## src/rtl/fp_sub_result_buffer_pkg.sv

```systemverilog
// Shared types and default parameters for the FPSub32 issue/collect buffer.
package fp_sub_pkg;

   localparam int FP_SUB_LATENCY = 14;
   localparam int FP_SUB_DEPTH   = 16;
   localparam int FP_SUB_TAG_W   = 4;

   typedef logic [31:0] fp32_t;

   typedef struct packed {
      fp32_t                    data;
      logic [FP_SUB_TAG_W-1:0]  tag;
   } fp_sub_resp_t;

   // Width of an occupancy counter able to hold 0..depth inclusive.
   function automatic int occ_width(input int depth);
      return $clog2(depth + 1);
   endfunction

endpackage

```

## src/rtl/fp_sub_result_buffer_sync_fifo.sv

```systemverilog
// Single-clock FIFO with occupancy count; used for both the tag and the result queues.
module sync_fifo #(
   parameter int WIDTH = 8,
   parameter int DEPTH = 16,
   localparam int CNT_W = $clog2(DEPTH + 1),
   localparam int PTR_W = (DEPTH > 1) ? $clog2(DEPTH) : 1
) (
   input  logic             clock,
   input  logic             reset,
   input  logic             push,
   input  logic [WIDTH-1:0] push_data,
   input  logic             pop,
   output logic [WIDTH-1:0] pop_data,
   output logic             empty,
   output logic [CNT_W-1:0] count
);

   logic [WIDTH-1:0] mem [DEPTH];
   logic [PTR_W-1:0] wr_ptr;
   logic [PTR_W-1:0] rd_ptr;
   logic             full;
   logic             do_push;
   logic             do_pop;

   function automatic logic [PTR_W-1:0] next_ptr(input logic [PTR_W-1:0] ptr);
      return (ptr == PTR_W'(DEPTH - 1)) ? '0 : ptr + PTR_W'(1);
   endfunction

   assign empty    = (count == '0);
   assign full     = (count == CNT_W'(DEPTH));
   // A push into a full FIFO is only taken when the head leaves in the same cycle.
   assign do_push  = push && (!full || pop);
   assign do_pop   = pop && !empty;
   assign pop_data = mem[rd_ptr];

   always_ff @(posedge clock) begin
      if (do_push) begin
         mem[wr_ptr] <= push_data;
      end
   end

   always_ff @(posedge clock or negedge reset) begin
      if (!reset) begin
         wr_ptr <= '0;
         rd_ptr <= '0;
         count  <= '0;
      end else begin
         if (do_push) begin
            wr_ptr <= next_ptr(wr_ptr);
         end
         if (do_pop) begin
            rd_ptr <= next_ptr(rd_ptr);
         end
         case ({do_push, do_pop})
            2'b10:   count <= count + CNT_W'(1);
            2'b01:   count <= count - CNT_W'(1);
            default: count <= count;
         endcase
      end
   end

endmodule

```

## src/rtl/fp_sub_result_buffer.sv

```systemverilog
// Issue/collect wrapper for the fixed-latency FPSub32: credit-gated issue, tag reattachment, drain.
// Optional protocol checking is enabled with FP_SUB_BUF_CHECK_EN.
module fp_sub_result_buffer
   import fp_sub_pkg::*;
#(
   parameter int LATENCY = FP_SUB_LATENCY,
   parameter int DEPTH   = FP_SUB_DEPTH,
   parameter int TAG_W   = FP_SUB_TAG_W
) (
   input  logic             clock,
   input  logic             reset,
   input  logic             req_valid,
   output logic             req_ready,
   input  logic [31:0]      req_a,
   input  logic [31:0]      req_b,
   input  logic [TAG_W-1:0] req_tag,
   output logic             unit_go,
   output logic [31:0]      unit_a,
   output logic [31:0]      unit_b,
   input  logic             unit_done,
   input  logic [31:0]      unit_result,
   output logic             resp_valid,
   input  logic             resp_ready,
   output logic [31:0]      resp_data,
   output logic [TAG_W-1:0] resp_tag,
   output logic             err_sticky
);

   localparam int CNT_W   = occ_width(DEPTH);
   localparam int DRAIN_W = $clog2(LATENCY + 1);
   localparam int RESP_W  = $bits(fp_sub_resp_t);

   logic [DRAIN_W-1:0] drain_cnt;
   logic               draining;
   logic [CNT_W-1:0]   tag_count;
   logic [CNT_W-1:0]   res_count;
   logic [CNT_W:0]     credit_used;
   logic               tag_empty;
   logic               res_empty;
   logic [TAG_W-1:0]   tag_head;
   logic               collect;
   logic               res_pop;
   fp_sub_resp_t       res_in;
   fp_sub_resp_t       res_out;

   // The unit ignores reset, so anything it emits for LATENCY cycles after reset is stale.
   always_ff @(posedge clock or negedge reset) begin
      if (!reset) begin
         drain_cnt <= DRAIN_W'(LATENCY);
      end else if (draining) begin
         drain_cnt <= drain_cnt - DRAIN_W'(1);
      end
   end

   assign draining    = (drain_cnt != '0);
   assign credit_used = {1'b0, tag_count} + {1'b0, res_count};
   assign req_ready   = !draining && (credit_used < (CNT_W + 1)'(DEPTH));

   assign unit_go = req_valid && req_ready;
   assign unit_a  = req_a;
   assign unit_b  = req_b;

   assign collect    = unit_done && !draining && !tag_empty;
   assign res_pop    = resp_valid && resp_ready;
   assign res_in     = '{data: unit_result, tag: tag_head};
   assign resp_valid = !res_empty;
   assign resp_data  = res_out.data;
   assign resp_tag   = res_out.tag;

   sync_fifo #(
      .WIDTH (TAG_W),
      .DEPTH (DEPTH)
   ) u_tag_fifo (
      .clock     (clock),
      .reset     (reset),
      .push      (unit_go),
      .push_data (req_tag),
      .pop       (collect),
      .pop_data  (tag_head),
      .empty     (tag_empty),
      .count     (tag_count)
   );

   sync_fifo #(
      .WIDTH (RESP_W),
      .DEPTH (DEPTH)
   ) u_res_fifo (
      .clock     (clock),
      .reset     (reset),
      .push      (collect),
      .push_data (res_in),
      .pop       (res_pop),
      .pop_data  (res_out),
      .empty     (res_empty),
      .count     (res_count)
   );

`ifdef FP_SUB_BUF_CHECK_EN
   logic err_event;
   logic err_q;

   always_comb begin
      err_event = (unit_done && !draining && tag_empty)
               || (unit_go && tag_count == CNT_W'(DEPTH))
               || (collect && res_count == CNT_W'(DEPTH) && !res_pop);
   end

   always_ff @(posedge clock or negedge reset) begin
      if (!reset) begin
         err_q <= 1'b0;
      end else if (err_event) begin
         err_q <= 1'b1;
         $error("fp_sub_result_buffer: unexpected unit_done or push into a full FIFO");
      end
   end

   assign err_sticky = err_q;
`else
   assign err_sticky = 1'b0;
`endif

endmodule

```

## config.mk

```make
export PLATFORM = sky130hd
export DESIGN_NAME = fp_sub_result_buffer
export DESIGN_NICKNAME = d
export VERILOG_FILES = /design/src/rtl/fp_sub_result_buffer_pkg.sv /design/src/rtl/fp_sub_result_buffer_sync_fifo.sv /design/src/rtl/fp_sub_result_buffer.sv
export SDC_FILE = /design/constraint.sdc
export NUM_CORES = 1
export LEC_CHECK = 0
export CORE_AREA = 2 2 235 237
export DETAILED_ROUTE_END_ITERATION = 8
export DIE_AREA = 0 0 237 239
export PLACE_DENSITY_LB_ADDON = 0.08
export SLEW_MARGIN = 15
export SYNTH_ARGS = -nofsm -noshare
export SYNTH_HDL_FRONTEND = slang
export SYNTH_SLANG_ARGS = --single-unit
```

## constraint.sdc

```tcl
create_clock -name clock -period 4.32 [get_ports clock]
set_input_delay 1.08 -clock clock [delete_from_list [all_inputs] [get_ports clock]]
set_output_delay 1.08 -clock clock [all_outputs]
set_load 0.01 [all_outputs]
```

# Word level (Yosys, flattened, before mapping)

Memory sizes are Yosys's and may differ from the RTL's.
Index checks and enable logic that the tools add are counted.

Add/sub/neg operators: 10
Order comparisons: 1
Eq/ne operators: 10
Multiplexer cells: 10
Reductions and logical operators: 21

Operators with widths:

| cell                                                                          | count |
|---|---|
| 5-bit one-hot mux with 2 select lines                                         | 2 |
| 4-bit by 1-bit adder with 4-bit output (second input constant)                | 4 |
| 4-bit equality test (second input constant)                                   | 4 |
| 4-bit 2-to-1 mux                                                              | 4 |
| 5-bit by 1-bit adder with 5-bit output (second input constant)                | 2 |
| 5-bit equality test (second input constant)                                   | 2 |
| 5-bit logical NOT                                                             | 2 |
| 5-bit by 1-bit subtractor with 5-bit output (second input constant)           | 2 |
| 1-bit logical AND                                                             | 9 |
| 5-bit by 5-bit adder with 6-bit output                                        | 1 |
| 6-bit by 5-bit less-than comparator with 1-bit output (second input constant) | 1 |
| 1-bit logical NOT                                                             | 5 |
| 2-bit by 1-bit equality test with 1-bit output (second input constant)        | 2 |
| 2-bit equality test (second input constant)                                   | 2 |
| 1-bit 2-to-1 mux                                                              | 4 |
| 2-bit nonzero test                                                            | 2 |
| 4-bit nonzero test                                                            | 1 |
| 4-bit by 1-bit subtractor with 4-bit output (second input constant)           | 1 |
| 1-bit logical OR                                                              | 2 |

Bits in registers: 30
RAM bits: 640
Bits of input ports: 105
Output and inout bits: 104
Memories kept: 2

Memories:

| name           | words | width | rd ports | clocked after memory_dff | wr ports | line                                 | source |
|---|---|---|---|---|---|---|---|
| u_res_fifo.mem | 16    | 36    | 1        | 0                        | 1        | fp_sub_result_buffer_sync_fifo.sv:18 | `logic [WIDTH-1:0] mem [DEPTH];` |
| u_tag_fifo.mem | 16    | 4     | 1        | 0                        | 1        | fp_sub_result_buffer_sync_fifo.sv:18 |  |

# Depth between registers and ports, before layout

Depth after elaboration: 8
Mapped depth: 15
Gate-level depth less buffers: 14

# Hierarchy

Synthesis repeated with hierarchy kept, for this count alone.

Cells, all modules: 1,298
Area, all modules: 26,485.4 µm²

By module, submodules not included:

| module                  | instances | cells an instance | area each (µm²) | seq. area each (µm²) |
|---|---|---|---|---|
| sync_fifo at u_res_fifo | 1         | 981               | 22,302.6        | 17,621.9 |
| sync_fifo at u_tag_fifo | 1         | 220               | 3,373.2         | 2,247.2 |
| fp_sub_result_buffer    | 1         | 97                | 809.5           | 103.8 |

# Worst setup path before layout

Ideal clock, no wire load.

Path type: input to register
From: in unit_done
To: mem u_res_fifo.mem[0][0] (netlist name) (enable)
Arrival: 4.566 ns
Path slack: -0.720 ns
Stages on the path: 6
Cells stage by stage: and4bb_2 -> o21a_1 -> and2_1 -> clkbuf_1 -> nand2_1 -> nor3_1

Longest elaborated chain between the ends: 5

Ends and longest elaborated chain:

| item                                   | line                                 | source |
|---|---|---|
| start: declaration                     | fp_sub_result_buffer.sv:20           | `input logic unit_done,` |
| 1-bit logical AND (2 in series)        | fp_sub_result_buffer.sv:63           | `assign collect = unit_done && !draining && !tag_empty;` |
| 1-bit logical AND                      | fp_sub_result_buffer_sync_fifo.sv:32 | `assign do_push = push && (!full \|\| pop);` |
| 1-bit 2-to-1 mux                       | fp_sub_result_buffer_sync_fifo.sv:37 | `if (do_push) begin` |
| 1-bit 2-to-1 mux (not written as such) | fp_sub_result_buffer_sync_fifo.sv:38 | `mem[wr_ptr] <= push_data;` |
| end: declaration                       | fp_sub_result_buffer_sync_fifo.sv:18 |  |

Every way passes these cells.

# Worst setup path after layout

From: reg u_res_fifo.rd_ptr[1]
To: out resp_data[9]

Longest elaborated chain between the ends: 1

Ends and longest elaborated chain:

| item                     | line                                 | source |
|---|---|---|
| start: declaration       | fp_sub_result_buffer_sync_fifo.sv:20 | `logic [PTR_W-1:0] rd_ptr;` |
| start signal: assignment | fp_sub_result_buffer_sync_fifo.sv:52 | `rd_ptr <= next_ptr(rd_ptr);` |
| memory 16 x 36 bit       | -                                    |  |
| end: declaration         | fp_sub_result_buffer.sv:24           | `output logic [31:0] resp_data,` |

Every way passes these cells.

==> impl_metrics.env <==
export IMPL_cts_buffer_depth=3
export IMPL_critPathMaxFanout=25
export IMPL_postSynthCellCount=1466
export IMPL_drive_above_1_share_pct=20.3
export IMPL_synth_edff_count=640
export IMPL_swShare_pct=31.3
export IMPL_first_pass_iters=5
export IMPL_maxCapViolCount=0
export IMPL_regToRegStartpoint="drain_cnt[0]$_DFFE_PN0P_"
export IMPL_vias=13300
export IMPL_yosysWarnings=0
export IMPL_min_delay_start="drain_cnt[1]$_DFFE_PN1P_"
export IMPL_num_rows=86
export IMPL_powerDensity_nw_per_um2=681
export IMPL_worstReg2RegEnd="u_tag_fifo.count[4]$_DFFE_PN0P_"
export IMPL_cp_start_kind="flip-flop"
export IMPL_clkLatencyLatePin_ps=600
export IMPL_power_internal_mw=14.4
export IMPL_ys_seq_area_share_pct=74.3
export IMPL_wl_met1_um=26200
export IMPL_dieWidth_um=237
export IMPL_route_met3_wl_um=3190
export IMPL_max_freq_mhz=241
export IMPL_setup_viol=0
export IMPL_layout_min_cycle_time_ps=4160
export IMPL_drc=0
export IMPL_synth_ff_latch_count=670
export IMPL_p_total_mw=20.9
export IMPL_drt_vias_per_instance=5.78
export IMPL_skew_ps=15.1
export IMPL_grt_first_pass_wirelength_um=88100
export IMPL_p_sw_mw=6.55
export IMPL_cts_max_level=3
export IMPL_worst_pin_slew_ps=1040
export IMPL_tns_ps=0
export IMPL_die_y_um=239
export IMPL_hold_depth=2
export IMPL_numCtsBuffers=70
export IMPL_ff2ff_setup_slack_ps=910
export IMPL_highest_layer="met4"
export IMPL_antenna_left=0
export IMPL_worstSetupPathType="reg -> out"
export IMPL_syn_area_um2=26900
export IMPL_grt_pass1_vias=13600
export IMPL_maxSlewViolCount=0
export IMPL_io_buffer_count=79
export IMPL_seqPwrFrac_pct=40.5
export IMPL_synthFlopType="edfxtp_1"
export IMPL_die_area_um2=56600
export IMPL_clkTransAtPathRegs_ps=60
export IMPL_grt_overflow=0
export IMPL_crit_arrival_ps=3080
export IMPL_crit_path_end_kind="primary output"
export IMPL_routedWlPerCell_um=25.6
export IMPL_pwr_share_comb_pct=32.0
export IMPL_critical_path_required_ps=3240
export IMPL_r2r_cells=13
export IMPL_synth_cell_type_count=48
export IMPL_synthToLayoutAreaGrowth_pct=14.4
export IMPL_synth_nets=1597
export IMPL_start_util_pct=49.5
export IMPL_slew_headroom_pct=30.6
export IMPL_cts_tree="built"
export IMPL_run_status="complete, no violations"
export IMPL_hold_class="reg -> reg"
export IMPL_fillCellCount=4119
export IMPL_grt_setup_unrepaired="false"
export IMPL_syn_avg_cell_area_um2=18.3
export IMPL_grt_usage_pct=21.2
export IMPL_dp_hpwl_um=32300
export IMPL_core_area_um2=54300
export IMPL_gp_congestion=0.718
export IMPL_leakagePower_nw=10.3
export IMPL_clock_sinks=670
export IMPL_grt_max_degree=56
export IMPL_cts_root_buf="clkbuf_16"
export IMPL_final_hold_violation_count=0
export IMPL_io_pins=209
export IMPL_hold_end="drain_cnt[1]$_DFFE_PN1P_"
export IMPL_routed_wl_um=58900
export IMPL_drt_iter0_drc=1091
export IMPL_met2_length_um=28400
export IMPL_fin_crit_sh_pct=96.2
export IMPL_antenna_found_initial=0
export IMPL_n_antenna_cell=0
export IMPL_async_flop_share_pct=4.48
export IMPL_nets=1675
export IMPL_peakVddDrop_uv=343
export IMPL_cts_hold_fix_buffers=0
export IMPL_clockPowerShare_pct=27.5
## critical path: stages, from the launching register on
cell	delay [ps]
dfrtp_4	620
and2_4	310
buf_12	210
a221oi_1	390
a22oi_1	160
nand2_1	190
clkdlybuf4s50_1	570
## final cells by class
class / count / area (µm²) / area share, %
multi-input cells: 641 / 6220 / 20.2
clock inverters: 32 / 239 / 0.777
repair buffers: 146 / 1450 / 4.70
flip-flops and latches: 670 / 20000 / 65.0
well taps: 704 / 881 / 2.86
inverters: 15 / 56.3 / 0.183
clock buffers: 96 / 1930 / 6.29
## synth_stat cells, drive strengths merged, types with 5 or more instances
| library cell | count | share of area, % |
|---|---|---|
| and2 | 7 | 0.16 |
| inv | 15 | 0.21 |
| a221oi | 36 | 1.2 |
| edfxtp | 640 | 71 |
| a22oi | 36 | 1.0 |
| dfrtp | 27 | 2.5 |
| a21oi | 49 | 0.91 |
| nor2 | 20 | 0.28 |
| and3 | 6 | 0.14 |
| buf | 93 | 2.3 |
| nand2 | 61 | 0.85 |
| mux2 | 41 | 1.7 |
| o21ai | 87 | 1.6 |
| nor2b | 7 | 0.16 |
| mux2i | 112 | 4.2 |
| a21o | 5 | 0.14 |
| ha | 24 | 1.1 |
| nand3 | 9 | 0.17 |
| clkbuf | 47 | 0.66 |
| mux4 | 88 | 7.4 |
| xnor2 | 10 | 0.33 |
| nor3 | 9 | 0.17 |
## how the worst max path moves through the flow
stage / startpoint / end / depth (start not counted)
4_1_cts: u_res_fifo.rd_ptr[1]$_DFFE_PN0P_ / resp_data[6] / 6
5_1_grt: u_res_fifo.rd_ptr[0]$_DFFE_PN0P_ / resp_data[9] / 7
6_report: u_res_fifo.rd_ptr[1]$_DFFE_PN0P_ / resp_data[9] / 6
3_5_place_dp: unit_done / u_res_fifo.count[4]$_DFFE_PN0P_ / 12
3_3_place_gp: resp_ready / u_res_fifo.count[4]$_DFFE_PN0P_ / 10
2_1_floorplan: unit_done / u_res_fifo.mem[4][0]$_DFFE_PP_ / 6
## cell usage in the layout, fill, tap and decap left out, types with 4 or more instances in the layout
master / synthesis / layout
buf_4: 65 / 54
nand2_1: 61 / 60
nor2_4: 0 / 12
clkinv_2: 0 / 12
clkbuf_1: 47 / 21
nand3_1: 9 / 9
mux4_2: 88 / 88
nor2b_1: 7 / 6
clkinv_1: 0 / 12
mux2i_1: 112 / 112
xor2_1: 4 / 4
nor3_1: 9 / 5
nor2_1: 20 / 8
nor3_4: 0 / 4
a22oi_1: 36 / 36
and2_1: 7 / 6
xnor2_1: 10 / 10
mux2_2: 41 / 41
a21o_1: 4 / 4
dfrtp_1: 27 / 23
inv_6: 0 / 5
a221oi_1: 36 / 36
clkdlybuf4s50_1: 0 / 79
and3_1: 6 / 6
edfxtp_1: 640 / 640
ha_1: 24 / 24
o21ai_0: 86 / 86
a211oi_1: 4 / 4
buf_12: 0 / 10
inv_1: 15 / 15
a21oi_1: 49 / 49
clkbuf_16: 0 / 73
## cells by family (layout without fill, tap and decap cells)
kind of cell | count (synthesis) | after routing | synth area share [%]
xor+xnor | 14 | 14 | 0.456
mux | 241 | 241 | 13.3
buf+inv | 155 | 289 | 3.16
compound gates | 225 | 225 | 5.18
simple gates | 134 | 134 | 2.40
other cells | 1 | 1 | 0.0139
flops | 670 | 670 | 74.3
fa+ha+maj | 26 | 26 | 1.27
## sequential cells by signal, summed over array words and instances, names as in the netlist
signal             count
u_tag_fifo.rd_ptr      4
u_res_fifo.mem       576
u_tag_fifo.mem        64
u_res_fifo.wr_ptr      4
drain_cnt              4
u_tag_fifo.wr_ptr      4
u_res_fifo.rd_ptr      4
u_tag_fifo.count       5
u_res_fifo.count       5
## metrics by stage
step                area, µm²  hold WS (ps)  setup WS (ps)  cells  util [%]
finish                  30800           503            164   2304      56.6
global route            30800           574           19.6   2304      56.6
CTS                     30700           505           14.4   2297      56.5
detailed placement      28500           493            446   2169      52.5
global placement        28500           492            560   2169      52.5
floorplan               26900           482            242   1466         -
## per-layer routing
layer  global-route usage [%]  vias to the layer above
li1                         -                     5970
met1                     29.8                     6914
met2                     33.8                      368
met3                     4.55                       74
met4                     5.95                        0
met5                        0                        -
## what timing repair did
item / CTS / global route
setup buffers: 0 / 7
gates resized for setup: 0 / 3
setup endpoints to repair: 0 / 24
## power groups by stage
stage / sequential, mW / combinational (mW) / clock [mW]
after global routing: 8.57 / 7.31 / 6.15
after CTS: 8.51 / 6.73 / 5.88
after detailed placement: 8.64 / 6.71 / 0
after global placement: 8.62 / 6.65 / 0
final: 8.48 / 6.70 / 5.75
after floorplan: 8.30 / 4.37 / 0
Note: power is estimated with default switching activity, not from simulation.
